**src/rtl/serial_pkg.sv**
```systemverilog
// Shared definitions for the serial transmitter and the receivers on the same line.
package serial_pkg;

    typedef enum logic [2:0] {IDLE, START, DATA, PARITY, STOP} tx_state_t;

    localparam logic START_BIT  = 1'b0;
    localparam logic STOP_BIT   = 1'b1;
    localparam logic IDLE_LEVEL = 1'b1;

    // Frame length in bit periods; multiply by BIT_CYCLES for clock cycles.
    function automatic int frame_len(input int data_w, input int parity_en, input int stop_bits);
        return 1 + data_w + parity_en + stop_bits;
    endfunction

endpackage

```
**src/rtl/serial_tx_fsm_if.sv**
```systemverilog
// Byte handshake plus serial line and status for the serial transmitter.
interface serial_tx_fsm_if #(
    parameter int DATA_W = 8
);
    logic [DATA_W-1:0] in_byte;
    logic              in_valid;
    logic              in_ready;
    logic              out;
    logic              busy;
    logic              done;

    modport master (
        output in_byte,
        output in_valid,
        input  in_ready,
        input  out,
        input  busy,
        input  done
    );

    modport slave (
        input  in_byte,
        input  in_valid,
        output in_ready,
        output out,
        output busy,
        output done
    );
endinterface

```
**src/rtl/serial_bit_timer.sv**
```systemverilog
// Bit-period timer: strobes bit_end_o on the last cycle of every BIT_CYCLES-cycle period.
module serial_bit_timer #(
    parameter int BIT_CYCLES = 1
) (
    input  logic clk,
    input  logic reset_n,
    input  logic en_i,
    output logic bit_end_o
);
    localparam int CNT_W = (BIT_CYCLES > 1) ? $clog2(BIT_CYCLES) : 1;
    localparam logic [CNT_W-1:0] LAST = CNT_W'(BIT_CYCLES - 1);

    logic [CNT_W-1:0] cnt_q;
    logic [CNT_W-1:0] cnt_d;

    // With BIT_CYCLES=1 LAST is 0 and the counter never leaves 0, so bit_end follows en.
    assign bit_end_o = en_i && (cnt_q == LAST);

    always_comb begin
        cnt_d = cnt_q;
        if (!en_i || bit_end_o) begin
            cnt_d = '0;
        end else begin
            cnt_d = cnt_q + CNT_W'(1);
        end
    end

    always_ff @(posedge clk) begin
        if (!reset_n) begin
            cnt_q <= '0;
        end else begin
            cnt_q <= cnt_d;
        end
    end
endmodule

```
**src/rtl/serial_tx_fsm.sv**
```systemverilog
// Serial byte transmitter: start bit, data, optional odd parity, stop bit(s); line idles high.
module serial_tx_fsm
    import serial_pkg::*;
#(
    parameter int DATA_W     = 8,
    parameter int MSB_FIRST  = 0,
    parameter int PARITY_EN  = 0,
    parameter int STOP_BITS  = 1,
    parameter int BIT_CYCLES = 1
) (
    input  logic           clk,
    input  logic           reset_n,
    serial_tx_fsm_if.slave tx
);
    localparam int CNT_W = $clog2(DATA_W);
    localparam logic [CNT_W-1:0] LAST_DATA = CNT_W'(DATA_W - 1);
    localparam logic [CNT_W-1:0] LAST_STOP = CNT_W'(STOP_BITS - 1);

    tx_state_t         state_q, state_d;
    logic [CNT_W-1:0]  bit_q, bit_d;
    logic [DATA_W-1:0] shift_q, shift_d;
    logic              parity_q, parity_d;
    logic              out_q, out_d;

    logic              bit_end;
    logic              last_stop_end;
    logic              ready;
    logic              accept;
    logic              next_bit;
    logic [DATA_W-1:0] shifted;

    serial_bit_timer #(.BIT_CYCLES(BIT_CYCLES)) u_timer (
        .clk       (clk),
        .reset_n   (reset_n),
        .en_i      (state_q != IDLE),
        .bit_end_o (bit_end)
    );

    assign last_stop_end = (state_q == STOP) && bit_end && (bit_q == LAST_STOP);
    assign ready         = (state_q == IDLE) || last_stop_end;
    assign accept        = tx.in_valid && ready;

    // The register always presents the next bit to send at its head.
    assign next_bit = (MSB_FIRST != 0) ? shift_q[DATA_W-1] : shift_q[0];
    assign shifted  = (MSB_FIRST != 0) ? {shift_q[DATA_W-2:0], 1'b0}
                                       : {1'b0, shift_q[DATA_W-1:1]};

    assign tx.in_ready = ready;
    assign tx.out      = out_q;
    assign tx.busy     = (state_q != IDLE);
    assign tx.done     = last_stop_end;

    always_comb begin
        state_d  = state_q;
        bit_d    = bit_q;
        shift_d  = shift_q;
        parity_d = parity_q;
        out_d    = out_q;

        case (state_q)
            IDLE: ;
            START: begin
                if (bit_end) begin
                    state_d = DATA;
                    bit_d   = '0;
                    out_d   = next_bit;
                    shift_d = shifted;
                end
            end
            DATA: begin
                if (bit_end) begin
                    if (bit_q != LAST_DATA) begin
                        bit_d   = bit_q + CNT_W'(1);
                        out_d   = next_bit;
                        shift_d = shifted;
                    end else if (PARITY_EN != 0) begin
                        state_d = PARITY;
                        out_d   = parity_q;
                    end else begin
                        state_d = STOP;
                        bit_d   = '0;
                        out_d   = STOP_BIT;
                    end
                end
            end
            PARITY: begin
                if (bit_end) begin
                    state_d = STOP;
                    bit_d   = '0;
                    out_d   = STOP_BIT;
                end
            end
            STOP: begin
                if (bit_end) begin
                    if (bit_q == LAST_STOP) begin
                        state_d = IDLE;
                        out_d   = IDLE_LEVEL;
                    end else begin
                        bit_d = bit_q + CNT_W'(1);
                    end
                end
            end
            default: begin
                state_d = IDLE;
                out_d   = IDLE_LEVEL;
            end
        endcase

        // Accept only happens in IDLE or the final stop cycle, so it overrides either path.
        if (accept) begin
            state_d  = START;
            bit_d    = '0;
            shift_d  = tx.in_byte;
            parity_d = ~^tx.in_byte;
            out_d    = START_BIT;
        end
    end

    always_ff @(posedge clk) begin
        if (!reset_n) begin
            state_q  <= IDLE;
            bit_q    <= '0;
            shift_q  <= '0;
            parity_q <= 1'b0;
            out_q    <= IDLE_LEVEL;
        end else begin
            state_q  <= state_d;
            bit_q    <= bit_d;
            shift_q  <= shift_d;
            parity_q <= parity_d;
            out_q    <= out_d;
        end
    end
endmodule

```
**src/flat_wrapper.sv**
```systemverilog
// flat-port wrapper written by rule: the top's interface ports become plain ports
module serial_tx_fsm_flat import serial_pkg::*;
#(
    parameter int DATA_W     = 8,
    parameter int MSB_FIRST  = 0,
    parameter int PARITY_EN  = 0,
    parameter int STOP_BITS  = 1,
    parameter int BIT_CYCLES = 1
)
  (clk, reset_n, tx_in_byte, tx_in_valid, tx_in_ready, tx_out, tx_busy, tx_done);
  serial_tx_fsm_if #(.DATA_W(DATA_W)) tx_i ();
  input  logic clk;
  input  logic reset_n;
  input wire logic [$bits(tx_i.in_byte)-1:0] tx_in_byte;
  input wire logic [$bits(tx_i.in_valid)-1:0] tx_in_valid;
  output wire logic [$bits(tx_i.in_ready)-1:0] tx_in_ready;
  output wire logic [$bits(tx_i.out)-1:0] tx_out;
  output wire logic [$bits(tx_i.busy)-1:0] tx_busy;
  output wire logic [$bits(tx_i.done)-1:0] tx_done;
  assign tx_i.in_byte = tx_in_byte;
  assign tx_i.in_valid = tx_in_valid;
  assign tx_in_ready = tx_i.in_ready;
  assign tx_out = tx_i.out;
  assign tx_busy = tx_i.busy;
  assign tx_done = tx_i.done;
  serial_tx_fsm #(.DATA_W(DATA_W), .MSB_FIRST(MSB_FIRST), .PARITY_EN(PARITY_EN), .STOP_BITS(STOP_BITS), .BIT_CYCLES(BIT_CYCLES)) u_core (.clk(clk), .reset_n(reset_n), .tx(tx_i));
endmodule
```
**config.mk**
```make
export PLATFORM = sky130hd
export DESIGN_NAME = serial_tx_fsm_flat
export DESIGN_NICKNAME = d
export VERILOG_FILES = /design/src/rtl/serial_pkg.sv /design/src/rtl/serial_tx_fsm_if.sv /design/src/rtl/serial_bit_timer.sv /design/src/rtl/serial_tx_fsm.sv /design/src/flat_wrapper.sv
export SDC_FILE = /design/constraint.sdc
export NUM_CORES = 1
export LEC_CHECK = 0
export CAP_MARGIN = 5
export CORE_UTILIZATION = 46
export DETAILED_ROUTE_END_ITERATION = 10
export PLACE_DENSITY = 0.73
export SYNTH_ARGS = -nofsm -noshare
export SYNTH_HDL_FRONTEND = slang
export SYNTH_SLANG_ARGS = --single-unit
```
**constraint.sdc**
```tcl
create_clock -name clk -period 1.4 [get_ports clk]
set_input_delay 0.14 -clock clk [delete_from_list [all_inputs] [get_ports clk]]
set_output_delay 0.14 -clock clk [all_outputs]
set_load 0.01 [all_outputs]
```
# --- After elaboration in Yosys (flattened, before gate mapping) ---
# Index checks and enable logic that the tools add are counted.
totals:
  in_bits: 11
  ff_bits: 16
op_classes:
  reduce_logical: 20
  mux: 27
  n_addsub: 2
  eq_ne: 21
  bitwise_logic: 3
op_table:
  columns: ["operator", "count"]
  rows:
  - ["$mux 3", 11]
  - ["$mux 8", 4]
  - ["$pmux 8 s2", 1]
  - ["$ne 3x1->1 const B", 5]
  - ["$pmux 3 s5", 1]
  - ["$reduce_and 7->1", 2]
  - ["$ne 2x1->1 const B", 6]
  - ["$pmux 3 s3", 1]
  - ["$reduce_bool 3->1", 3]
  - ["$mux 1", 8]
  - ["$eq 3x2->1 const B", 2]
  - ["$logic_not 3->1", 2]
  - ["$ne 2x2->1 const B", 3]
  - ["$ne 3x2->1 const B", 2]
  - ["$reduce_and 6->1", 1]
  - ["$reduce_or 2->1", 3]
  - ["$pmux 1 s5", 1]
  - ["$reduce_and 5->1", 1]
  - ["$logic_and 1x1->1", 4]
  - ["$reduce_and 4->1", 1]
  - ["$add 3x1->3 const B", 1]
  - ["$eq 3x1->1 const B", 1]
  - ["$eq 3x3->1 const B", 1]
  - ["$ne 3x3->1 const B", 1]
  - ["other kinds (4)", 7]

# --- Logic depth before layout (Yosys ltp) ---
logic_depth:
  word_depth: 8
  depth_mapped: 7

# --- Modules after synthesis ---
# From an unflattened synthesis, not the netlist that was laid out.
unflattened:
  hier_cells: 102
  area_unflattened_um2: 888.4
modules_own_cells:
  columns: ["mod", "instances", "area_per_inst_um2", "cells_per_inst"]
  rows:
  - ["serial_tx_fsm", 1, 850.8, 99]
  - ["serial_bit_timer", 1, 37.5, 3]

# --- Least setup slack after synthesis ---
# Ideal clock, no wire load.
synth_timing:
  path_kind: "reg-to-reg"
  startpoint: "register u_core.bit_q[0]"
  endpoint: "register u_core.shift_q[5]"
  setup_slack_ns: -0.176
  period_less_slack_ns: 1.576
  required_ns: 1.277
  path_buffers: 0
  arrival_ns: 1.453
  stages_incl_launch_ff: 7
  cell_sequence: "dfxtp_1 -> ha_1 -> ha_1 -> or4_1 -> o22ai_1 -> a211o_1 -> o22ai_1"
synth_between:
  elab_chain_cells: 6
  word_cells_on_any_way: 11
synth_rtl:
  columns: ["item", "line_no", "rtl"]
  rows:
  - ["start: declaration", "serial_tx_fsm.sv:20", "logic [CNT_W-1:0] bit_q, bit_d;"]
  - ["start signal: assignment", "serial_tx_fsm.sv:128", "bit_q <= bit_d;"]
  - ["$logic_not 3->1", "serial_tx_fsm.sv:39", "assign last_stop_end = (state_q == STOP) && bit_end && (bit_q == LAST_STOP);"]
  - ["$logic_and 1x1->1", "serial_tx_fsm.sv:39", null]
  - ["$logic_or 1x1->1", "serial_tx_fsm.sv:40", "assign ready = (state_q == IDLE) || last_stop_end;"]
  - ["$logic_and 1x1->1", "serial_tx_fsm.sv:41", "assign accept = tx.in_valid && ready;"]
  - ["$ne 3x1->1 (no source line) or $reduce_bool 3->1 (tied branches)", null, null]
  - ["$reduce_and 4->1 (no source line)", null, null]
  - ["end signal: assignment", "serial_tx_fsm.sv:129", "shift_q <= shift_d;"]
  - ["end: declaration", "serial_tx_fsm.sv:21", "logic [DATA_W-1:0] shift_q, shift_d;"]
# Parallel ways exist; a longest one is shown, timed or not.
# A chain may end at the register's enable or synchronous reset.

# --- Worst setup path after layout ---
layout_timing:
  startpoint: "register u_core.bit_q[0]"
  endpoint: "register u_core.out_q, in the netlist u_core.tx.out"
layout_between:
  elab_chain_cells: 6
  word_cells_on_any_way: 16
layout_rtl:
  columns: ["item", "line_no", "rtl"]
  rows:
  - ["branches (longest 6 deep; another with $pmux 1 s5)", null, null]
  - ["end signal: assignment", "serial_tx_fsm.sv:131", "out_q <= out_d;"]
  - ["end: declaration", "serial_tx_fsm.sv:23", "logic out_q, out_d;"]
# Parallel ways; which one is timed is not known. The select of a mux whose other input is x is not followed.

==> metrics <==
Critical Path AT=around 2.0 ns; final instance area=1426 sq um; number of port buffers=14; largest family of logic cells by synthesized area=simple AND/OR/NAND/NOR gates; kind of end point of the critical path=register; Post-Place Cells=around 160; routed len/inst=16.35 microns; CTS tree=built; Fin. Hold Viols=0; Yosys reg bits=16; Crit path largest cell delay=0.37 ns; RSZ-0062 raised after global routing=yes; Starting Density=51.09%; crit path launch type=register; Die W=between 40 and 50 microns; Setup crit start=u_core.bit_q[0]; Synthesis Warnings=0; post-synthesis cell area=approximately 900 sq um; DRT iter0 DRCs=60; PD cells=819.7 nW/um^2; mean area per synthesized cell=around 8.0 sq um; DRC=0; post-synthesis mux area share=1.099%; initial antenna violation count=0; Post-Syn Nets=128; vias in the first global route=slightly above 900; crit path max fanout=4; Post-synth top flop=dfxtp_1; Synth Area in Adders=under 10%; GPL Wtd Cong=between 0.8 and 0.9; Compound-Gate Fraction of Synth Area=about a quarter; CP max stage cell=dfxtp_4; final period utilization=124.2%; failing checks=negative setup slack; Pleak=roughly 0.6 nW; hold wc startpoint=tx_in_byte[4]; # nets final=approximately 170; share of cells above drive strength 1=40.40%; final wirelength=about 2900 microns; GRT Residual Overflow=0; Hold Crit Class=in -> reg; Synth Area in XOR/XNOR=0%; 1st-pass router iterations=4; # diodes=0; via count=~1.0k; Async SR Flop Fraction=0%; status=complete, but fails checks; die area=2162 sq um; fmax=approximately 580 MHz; io pins=15; clk_lat worst skew=approximately 0.30 ns; die span in y=about 47 microns; worst reg2reg path startpoint=u_core.bit_q[0]; worst path cell trace=inv_2 > ha_4 > nor3b_4 > buf_6 > o211ai_4 > o311ai_0 > o21ai_0; # Max-Cap Violations=0; final slew viol count=0; clk slew on worst S/H paths=roughly 0.10 ns; clk_skew=0.009129 ns; H-tree depth=1; # rows=15; simple-gate portion of the synthesized area=approximately 27%; Core Region=between 1500 and 2000 sq um; WP buf/inv=2; remaining antenna violation count=0; EDFF count, synth=0; final core area utilization=approximately four fifths; largest net degree at the start of global routing=10; Setup WS pre-CTS=-0.3080 ns; sequential share of the synthesized area=a little over a third; fin cells=176; Vias/cell=5.824; # hold bufs at CTS=0; CTS Buffer Depth=2; final setup vio count=17; Cells after Synth=between 100 and 150; delay-heaviest family, CP=compound AO/OA/AOI/OAI gates; root buf cell=clkbuf_4; clock sink total=16; worst endpoint required time=approximately 1.6 ns; Setup CP Type=reg -> reg; Tmin final=about 1.7 ns; first-pass GRT wire length=between 4000 and 5000 microns; GRT Overall Usage=28.62%; TritonCTS Buffers=3; Area growth, synth to finish=56.59%; placed inst area=roughly 1200 sq um; dpl hpwl=roughly 1700 microns; synth unique cells=41; Final WS setup=-0.3387 ns; worst vdd ir=between 0.6 and 0.7 mV
==> logic make-up (layout without fill, tap and decap cells) <==
group / after synthesis / count (layout)
muxes: 1 / 1
buffers and inverters: 11 / 48
AOI/OAI and AO/OA: 36 / 36
DFF: 16 / 16
and+or+nand+nor: 46 / 46
adders and majority gates: 3 / 3
other: 1 / 1
==> through the flow <==
step	power, W	hold WS [ns]	TNS [ns]
2_1_floorplan	0.0006642	0.2904	-0.3091
3_3_place_gp	0.0007766	0.4569	-1.700
3_5_place_dp	0.0007837	0.4634	-2.473
4_1_cts	0.001153	0.4040	-2.875
5_1_grt	0.001218	0.4016	-4.122
6_report	0.001169	0.4060	-3.264
==> cells in the final DEF, fill, tap and decap left out, types with 4 or more instances in the layout <==
cell type,netlist,final
buf_6,1,4
o21ai_0,8,7
clkdlybuf4s50_1,0,11
a31oi_1,5,5
dfxtp_1,16,11
a21oi_2,1,4
buf_4,1,19
nand3_1,4,4
nor2_1,11,8
nand2_1,13,12
==> report_power, final <==
group	leakage (nW)	switching [W]	internal [W]	total [W]
clock network	0.0210	0.000159	0.000159	0.000318
registers	0.135	0.0000337	0.000485	0.000519
logic	0.427	0.000149	0.000183	0.000332
total	0.583	0.000342	0.000828	0.00117
==> worst paths after layout <==
| kind | endpoint | slack (ns) | cells after the start |
|---|---|---|---|
| min | u_core.shift_q[4] | 0.41 | 3 |
| min reg2reg | u_core.shift_q[6] | 0.47 | 2 |
| max reg2reg | u_core.tx.out | -0.34 | 7 |
| max | u_core.tx.out | -0.34 | 7 |
==> state kept, by name, summed over array words and instances (netlist names) <==
signal and count:
u_core.state_q 3, u_core.bit_q 3, u_core.tx.out 1, u_core.u_timer.cnt_q 1, u_core.shift_q 8
==> synth_stat cells (2+ instances only) <==
cell type / count / share of area, %
o21ai_0: 8 / 4.4
a31oi_1: 5 / 3.4
a21boi_0: 2 / 1.6
dfxtp_1: 16 / 35
nand3_1: 4 / 2.2
buf_2: 3 / 1.6
nor2_1: 11 / 4.5
and3_1: 2 / 1.4
ha_1: 3 / 4.1
a21oi_1: 6 / 3.3
nand2b_1: 3 / 2.1
o22ai_1: 4 / 2.7
nand2_1: 13 / 5.4
o21a_1: 2 / 1.6
inv_1: 5 / 2.1
nor3b_2: 2 / 2.7
==> per-layer routing <==
layer	share of wire [%]	global-route usage, %	vias up
met3	5.2	9.020	6
met4	1.3	8.824	0
li1	-	-	483
met5	0	0	-
met1	41	32.31	495
met2	52	50.28	41
==> worst reg2reg max path, stage by stage (launching register included) <==
cell,delay [ns]
dfxtp_4,0.37
inv_2,0.05
ha_4,0.15
nor3b_4,0.16
buf_6,0.13
o211ai_4,0.28
o311ai_0,0.24
o21ai_0,0.28
==> cell type report <==
class / instances / area [sq um]
sequential: 16 / 331.6
tap: 25 / 31.28
clock buffer: 4 / 36.28
inverter: 5 / 18.77
fill: 108 / 356.6
multi-input combinational: 87 / 646.9
timing repair buffer: 39 / 361.6
==> what timing repair did <==
item                       4_1_cts  5_1_grt
setup endpoints to repair       18       17
resized for setup               37        7
gates cloned                     1        0
pin swaps                       11        2
setup buffers                    7        1
Note: power is estimated with default switching activity, not from simulation.
